`src/rtl/aes_spi_pkg.sv`:
```
// Shared types and constants for the SPI front end of the AES offload path.
// The optional parity bit is enabled by defining SPI_RESP_PARITY_EN.
package aes_spi_pkg;

  localparam int BLOCK_BITS = 128;

  typedef enum logic [2:0] {
    IDLE  = 3'd0,
    RECV  = 3'd1,
    START = 3'd2,
    WAIT  = 3'd3,
    MARK  = 3'd4,
    SEND  = 3'd5,
    PAR   = 3'd6,
    DONE  = 3'd7
  } state_e;

  // Inbound frame: one plaintext block followed by Nk key words.
  function automatic int frame_len(input int nk);
    return BLOCK_BITS + nk * 32;
  endfunction

endpackage

```
`src/rtl/spi_resp_shifter.sv`:
```
// Width-parameterised load/shift register; left shift with sin entering bit 0.
// Load wins over shift when both are requested.
module spi_resp_shifter #(
  parameter int W = 8
) (
  input  logic         clk,
  input  logic         rst,
  input  logic         load,
  input  logic [W-1:0] load_val,
  input  logic         shift,
  input  logic         sin,
  output logic [W-1:0] q
);

  logic [W-1:0] q_d, q_q;

  always_comb begin
    q_d = q_q;
    if (load) begin
      q_d = load_val;
    end else if (shift) begin
      q_d = {q_q[W-2:0], sin};
    end
  end

  always_ff @(posedge clk) begin
    if (rst) begin
      q_q <= '0;
    end else begin
      q_q <= q_d;
    end
  end

  assign q = q_q;

endmodule

```
`src/rtl/spi_aes_responder.sv`:
```
// SPI target that collects plaintext+key, runs one AES operation through a
// start/done handshake and returns marker + result on SDO (parity: SPI_RESP_PARITY_EN).
module spi_aes_responder
  import aes_spi_pkg::*;
#(
  parameter int Nk = 4
) (
  input  logic               clk,
  input  logic               rst,
  input  logic               CS,
  input  logic               SDI,
  output logic               SDO,
  output logic               core_start,
  output logic [127:0]       core_data,
  output logic [Nk*32-1:0]   core_key,
  input  logic               core_done,
  input  logic [127:0]       core_result,
  output logic               frame_done,
  output logic [2:0]         dbg_state
);

  localparam int L  = frame_len(Nk);
  localparam int CW = $clog2(L + 1);
  localparam logic [CW-1:0] LAST_RX  = CW'(L);
  localparam logic [CW-1:0] LAST_TX  = CW'(BLOCK_BITS);
  localparam logic [CW-1:0] CNT_ONE  = CW'(1);

  // Handshake: core_start is a one-cycle request; core_done is a one-cycle
  // reply carrying core_result, honoured only while waiting for it.
  state_e          state_d, state_q;
  logic [CW-1:0]   cnt_d, cnt_q;
  logic            sdo_d, sdo_q;
  logic            rx_shift, tx_load, tx_shift;
  logic [L-1:0]    rx_q;
  logic [127:0]    tx_q;
  logic            unused_tx;

`ifdef SPI_RESP_PARITY_EN
  logic par_d, par_q;
`endif

  spi_resp_shifter #(.W(L)) u_rx (
    .clk      (clk),
    .rst      (rst),
    .load     (1'b0),
    .load_val ('0),
    .shift    (rx_shift),
    .sin      (SDI),
    .q        (rx_q)
  );

  spi_resp_shifter #(.W(BLOCK_BITS)) u_tx (
    .clk      (clk),
    .rst      (rst),
    .load     (tx_load),
    .load_val (core_result),
    .shift    (tx_shift),
    .sin      (1'b0),
    .q        (tx_q)
  );

  assign unused_tx = ^tx_q[126:0];

  always_comb begin
    state_d  = state_q;
    cnt_d    = cnt_q;
    sdo_d    = 1'b0;
    rx_shift = 1'b0;
    tx_load  = 1'b0;
    tx_shift = 1'b0;
    case (state_q)
      IDLE: if (!CS) begin
        rx_shift = 1'b1;
        cnt_d    = CNT_ONE;
        state_d  = RECV;
      end
      RECV: if (CS) begin
        state_d = IDLE;
      end else begin
        rx_shift = 1'b1;
        cnt_d    = cnt_q + CNT_ONE;
        if (cnt_q + CNT_ONE == LAST_RX) state_d = START;
      end
      START: state_d = CS ? IDLE : WAIT;
      WAIT: if (CS) begin
        state_d = IDLE;
      end else if (core_done) begin
        tx_load = 1'b1;
        sdo_d   = 1'b1;
        state_d = MARK;
      end
      MARK: if (CS) begin
        state_d = IDLE;
      end else begin
        sdo_d    = tx_q[127];
        tx_shift = 1'b1;
        cnt_d    = CNT_ONE;
        state_d  = SEND;
      end
      // cnt counts result bits already placed on SDO.
      SEND: if (CS) begin
        state_d = IDLE;
      end else if (cnt_q == LAST_TX) begin
`ifdef SPI_RESP_PARITY_EN
        sdo_d   = par_q;
        state_d = PAR;
`else
        state_d = DONE;
`endif
      end else begin
        sdo_d    = tx_q[127];
        tx_shift = 1'b1;
        cnt_d    = cnt_q + CNT_ONE;
      end
`ifdef SPI_RESP_PARITY_EN
      PAR: state_d = CS ? IDLE : DONE;
`endif
      DONE: if (CS) state_d = IDLE;
      default: state_d = IDLE;
    endcase
  end

`ifdef SPI_RESP_PARITY_EN
  assign par_d = tx_load ? ~^core_result : par_q;

  always_ff @(posedge clk) begin
    if (rst) par_q <= 1'b0;
    else     par_q <= par_d;
  end
`endif

  always_ff @(posedge clk) begin
    if (rst) begin
      state_q <= IDLE;
      cnt_q   <= '0;
      sdo_q   <= 1'b0;
    end else begin
      state_q <= state_d;
      cnt_q   <= cnt_d;
      sdo_q   <= sdo_d;
    end
  end

  assign SDO        = sdo_q;
  assign core_start = (state_q == START) && !CS;
  assign frame_done = (state_q == DONE);
  assign core_data  = rx_q[L-1 -: BLOCK_BITS];
  assign core_key   = rx_q[Nk*32-1:0];
  assign dbg_state  = state_q;

endmodule

```
`config.mk`:
```
export PLATFORM = sky130hd
export DESIGN_NAME = spi_aes_responder
export DESIGN_NICKNAME = d
export VERILOG_FILES = /design/src/rtl/aes_spi_pkg.sv /design/src/rtl/spi_resp_shifter.sv /design/src/rtl/spi_aes_responder.sv
export SDC_FILE = /design/constraint.sdc
export NUM_CORES = 1
export LEC_CHECK = 0
export BUFFER_PORTS_ARGS = -buffer_cell sky130_fd_sc_hd__buf_2
export CAP_MARGIN = 20
export CORE_MARGIN = 3
export CORE_UTILIZATION = 61
export CTS_BUF_LIST = sky130_fd_sc_hd__clkbuf_4 sky130_fd_sc_hd__clkbuf_8 sky130_fd_sc_hd__clkbuf_16
export DETAILED_ROUTE_END_ITERATION = 10
export PLACE_DENSITY = 0.87
export SLEW_MARGIN = 0
export SYNTH_ARGS = -nofsm -noshare
export SYNTH_HDL_FRONTEND = slang
export SYNTH_HIERARCHICAL = 1
export SYNTH_SLANG_ARGS = --single-unit
```
`constraint.sdc`:
```
create_clock -name clk -period 4.2 [get_ports clk]
set_input_delay 0.42 -clock clk [delete_from_list [all_inputs] [get_ports clk]]
set_output_delay 0.42 -clock clk [all_outputs]
set_load 0.05 [all_outputs]
```
# Word level (Yosys, flattened, before mapping)
# Index checks and enable logic that the tools add are counted.
classes:
  n_addsub: 1
  eq_ne: 17
  mux: 30
  n_reduce_logical: 9
ops:
  columns: ["operator", "count"]
  rows:
  - ["$mux W128", 2]
  - ["$mux W9", 4]
  - ["$mux W3", 9]
  - ["$pmux W9 S3", 1]
  - ["$pmux W3 S7", 1]
  - ["$ne A2 B2 Y1 const B", 6]
  - ["$mux W1", 10]
  - ["$reduce_and A5 Y1", 2]
  - ["$add A9 B1 Y9 const B", 1]
  - ["$eq A3 B3 Y1 const B", 3]
  - ["$eq A9 B8 Y1 const B", 1]
  - ["$eq A9 B9 Y1 const B", 1]
  - ["$ne A3 B3 Y1 const B", 3]
  - ["$eq A3 B2 Y1 const B", 2]
  - ["$reduce_or A2 Y1", 2]
  - ["$eq A3 B1 Y1 const B", 1]
  - ["$logic_not A3 Y1", 1]
  - ["$pmux W1 S3", 1]
  - ["$reduce_bool A3 Y1", 1]
  - ["$mux W2", 1]
  - ["$pmux W1 S2", 1]
  - ["$reduce_bool A2 Y1", 1]
  - ["$logic_and A1 B1 Y1", 1]
  - ["$logic_not A1 Y1", 1]
totals:
  register_bits: 397
  inputBits: 133
  out_inout_bits: 262
  word_cells: 62

# Longest topological paths before layout
depth:
  word_depth: 6
  ltp_mapped: 9
  depth_no_buf: 7

# Cells and area by module
# Netlist, hierarchy kept.
modules_own_cells:
  columns: ["mod", "n_inst", "cells_per_inst", "area_per_inst_um2"]
  rows:
  - ["spi_resp_shifter (u_rx)", 1, 1138, 13137.6]
  - ["spi_resp_shifter (u_tx)", 1, 569, 6658.9]
  - ["spi_aes_responder", 1, 136, 1056.0]

# Worst setup path before layout
# OpenSTA, ideal clock, no wires.
synth_path:
  kind: "register -> register"
  start: "reg state_q[1] (netlist: dbg_state[1])"
  end: "reg u_tx.q_q[100] (netlist: u_tx/q[100])"
  setup_time_ps: 146
  arrival_time_ps: 2182
  path_slack_ps: 1872
  path_stages_with_launch: 8
  path_buffers: 3
  period_less_slack_ps: 2328
  cell_sequence: "dfxtp_1 clkbuf_1 nand2_1 nor4b_1 buf_2 clkbuf_1 nor2b_1 a211oi_2"
synth_via:
  elab_chain_cells: 3
  elab_cells_between_ends: 7
synth_lines:
  columns: ["item", "line_no", "rtl"]
  rows:
  - ["start, declared", "spi_aes_responder.sv:30", "state_e state_d, state_q;"]
  - ["start signal, assigned", "spi_aes_responder.sv:138", "state_q <= state_d;"]
  - ["$eq A3 B2 Y1 *", "spi_aes_responder.sv:71", "case (state_q)"]
  - ["$mux W1 *", "spi_aes_responder.sv:71", null]
  - ["named net tx_load", "spi_aes_responder.sv:33", "logic rx_shift, tx_load, tx_shift;"]
  - ["$mux W128 / $reduce_bool A2 Y1 (equally long branches)", null, null]
  - ["end signal, assigned", "spi_resp_shifter.sv:30", "q_q <= q_d;"]
  - ["end, declared", "spi_resp_shifter.sv:15", "logic [W-1:0] q_d, q_q;"]
# Mark *: on every way through the listed nets, which the timed path passes. The rest lies on a longest branch.
# A chain may end at the register's enable or synchronous reset.

# Final worst setup path
layout_path:
  start: "reg state_q[0] (netlist: dbg_state[0])"
  end: "reg u_tx.q_q[50] (netlist: u_tx/q[50])"
# The elaborated chain is that of the path after synthesis.

==> results.yml <==
drt:
  routedWlPerCell_um: 16.3
  via_per_inst: 5.30
  routed_wl_um: 46500
  final_antenna_net_count: 0
  first_iter_violations: 699
  drt_drc_violations_left: 0
  topRoutingLayerUsed: "met4"
  firstDrtPassIters: 6
  vias: 15165
  wl_met1_um: 18900
  wl_met2_um: 22600
  wl_met3_um: 3280
setup_path:
  rrSetupSlack_ps: 1260
  r2r.worst_path.cells: 5
  critPathTopFamily: "simple AND/OR/NAND/NOR gates"
  critical_path_buf_inv_count: 1
  path_class: "reg2reg"
  crit_arrival_ps: 3300
  slowest_stage: "buf_4"
  critPathMaxFanout: 129
  crit_path_end_kind: "flip-flop"
  path_cells: "nand2_1 -> nor4b_2 -> buf_4 -> nor2b_1 -> a211oi_2"
  critPathMaxStageDelay_ps: 840
  worstSetupStartpointType: "flip-flop"
  required_ps: 4560
  timing.rr.start: "dbg_state[0]$_SDFFE_PP0P_"
  r2r_end: "u_tx/q[50]$_SDFFE_PP0P_"
sta:
  skew_ps: 12.0
  setup_tns_ps: 0
  maxSlewHeadroom: 0.345
  tightest_slew_ps: 983
  fmax_mhz: 340
  rsz0062_at_grt: "false"
  period_minus_slack_ps: 2940
  hold_viol: 0
  fin_crit_sh: 0.701
  setup-violations-final: 0
  maxSlewViolCount: 0
worst_hold_path:
  min_path_type: "in2reg"
  hold_depth: 3
  holdCritStartpoint: "core_result[1]"
  min_to: "u_tx/q[1]$_SDFFE_PP0P_"
synthesis:
  netlist_top_cells_count: "dfxtp_1, mux2i_1, nor2b_1"
  synth_ff_type: "dfxtp_1"
  synth.most_common_cell: "dfxtp_1"
  synth_area_leaders: "dfxtp_1, a211oi_2, mux2i_1"
  synth_warnings: 6
  synth_cells: 1843
  ys_async_sr_fraction: 0
  syn_area_per_cell_um2: 11.3
  synth.distinct_cells: 55
  synth_edf_count: 0
  ys_ff_latch: 397
  syn_area_mm2: 0.0209
  synth_top_area_share: 0.381
  synth_top_area_cell: "dfxtp_1"
  synth-seq-area-share: 0.381
pwr:
  power_density_mw_per_mm2: 416
  irDropWorstVdd_mv: 0.381
  leakage_nw: 10.3
die:
  coreArea_mm2: 0.0336
  io-pin-count: 395
  die_w_um: 191
  rows: 67
  die_area_mm2: 0.0364
  chipHeight_um: 191
  start_util: 0.620
cts:
  path_clk_slew_ps: 60
  numCtsBuffers: 43
  postCtsSetupBuffers: 0
  clock_path_buffers: 3
  tritoncts: "done"
  cts_root_buf: "clkbuf_16"
  postCtsHoldBufs: 0
  cts_resized: 0
  clk_latency_ps: 520
  h-tree-depth: 2
  clock_sinks: 397
final_layout:
  seqCellArea_mm2: 0.00795
  final_net_count: 2512
  synthToLayoutAreaGrowth_pct: 18.1
  nFillCells: 2413
  drive_gt1_frac: 0.342
  finalInstanceArea_mm2: 0.0246
  multi_input_area_mm2: 0.0124
global_routing:
  antenna_found_initial: 5
  grt_pass1_vias: 14866
  groute.usage.overall: 0.240
  grt_first_pass_wirelength_um: 74000
  gr-total-overflow: 0
  grt_max_degree: 257
run_status:
  status: "finished clean"
flow_run:
  maxCapViolCount: 0
placement:
  portBuffers: 394
  gp_congestion: 0.808
  dpl.hpwl_um: 29600
  post_dp_cell_area_mm2: 0.0232
[area by class of cell]
cell class	instances	share of cell area
flip-flops and latches	397	0.323
clock inverters	7	0.00244
inverters	10	0.00173
multi-input cells	1516	0.505
diodes	6	0.000609
clock buffers	71	0.0564
repair buffers	408	0.0888
well taps	448	0.0228
[state kept, by name (all words and copies together), names as in the netlist]
register   flops
u_rx/q       256
dbg_state      3
SDO            1
cnt_q          9
u_tx/q       128
[stage by stage]
stage,util,total power [mW],setup WS (ps),std cells,hold slack [ps]
after detailed placement,0.689,6.52,1310,2779,489
final,0.733,10.3,1260,2863,193
after global placement,0.689,6.47,1450,2779,477
after CTS,0.732,10.3,1310,2857,172
after floorplan,-,6.24,1870,2104,456
after global routing,0.733,10.7,1120,2862,177
[worst min-delay path: cells and delay by family]
kind | cells | cell delay, ps
simple gates | 1 | 100
buf+inv | 1 | 100
compound gates | 1 | 50
[metal layers]
layer | up-vias | track usage
met5 | - | 0
met4 | 0 | 0.0968
met3 | 109 | 0.0677
met2 | 378 | 0.409
met1 | 7150 | 0.285
li1 | 7528 | -
[worst max path at each step]
stage / startpoint / end / cells after the start
finish: dbg_state[0]$_SDFFE_PP0P_ / u_tx/q[50]$_SDFFE_PP0P_ / 5
global route: dbg_state[0]$_SDFFE_PP0P_ / u_tx/q[41]$_SDFFE_PP0P_ / 5
global placement: dbg_state[0]$_SDFFE_PP0P_ / u_tx/q[74]$_SDFFE_PP0P_ / 5
floorplan: dbg_state[1]$_SDFFE_PP0P_ / u_tx/q[100]$_SDFFE_PP0P_ / 7
CTS: dbg_state[0]$_SDFFE_PP0P_ / u_tx/q[54]$_SDFFE_PP0P_ / 5
detailed placement: dbg_state[0]$_SDFFE_PP0P_ / u_tx/q[54]$_SDFFE_PP0P_ / 5
[power by group]
| part | internal (mW) | switching (mW) | leakage [nW] |
|---|---|---|---|
| logic | 0.740 | 1.55 | 6.34 |
| registers | 4.01 | 0.191 | 3.27 |
| clock network | 2.32 | 1.45 | 0.740 |
[cell usage in the layout, fill, tap and decap left out, types with 2 or more instances in the layout]
| cell type | count |
|---|---|
| nand4b_1 | 3 |
| inv_1 | 7 |
| nor3_1 | 2 |
| o21ai_1 | 4 |
| buf_2 | 393 |
| dfxtp_1 | 397 |
| nand3_1 | 8 |
| conb_1 | 262 |
| o311ai_1 | 2 |
| o211a_1 | 2 |
| clkbuf_4 | 15 |
| ha_1 | 3 |
| nand2_1 | 9 |
| nor2b_1 | 385 |
| nor2_1 | 14 |
| a21oi_1 | 10 |
| mux2i_1 | 385 |
| buf_4 | 6 |
| diode_2 | 6 |
| and3_1 | 3 |
| a211oi_2 | 323 |
| or3_1 | 2 |
| a31oi_1 | 2 |
| o21ai_0 | 2 |
| nand4_1 | 6 |
| buf_12 | 8 |
| a211oi_1 | 62 |
| clkbuf_8 | 11 |
| nor3_2 | 2 |
| clkinv_2 | 6 |
| clkbuf_16 | 45 |
| a211o_1 | 2 |
[logic make-up (layout without fill, tap and decap cells)]
family          Yosys count  in the layout  synth area share
flops                   397            397             0.381
simple gates            444            444             0.132
compound gates          421            421             0.229
fa+ha+maj                 3              3           0.00180
buf+inv                 191            496            0.0707
other cells               1            268          0.000180
mux                     386            386             0.186
Note: power is estimated with default switching activity, not from simulation.
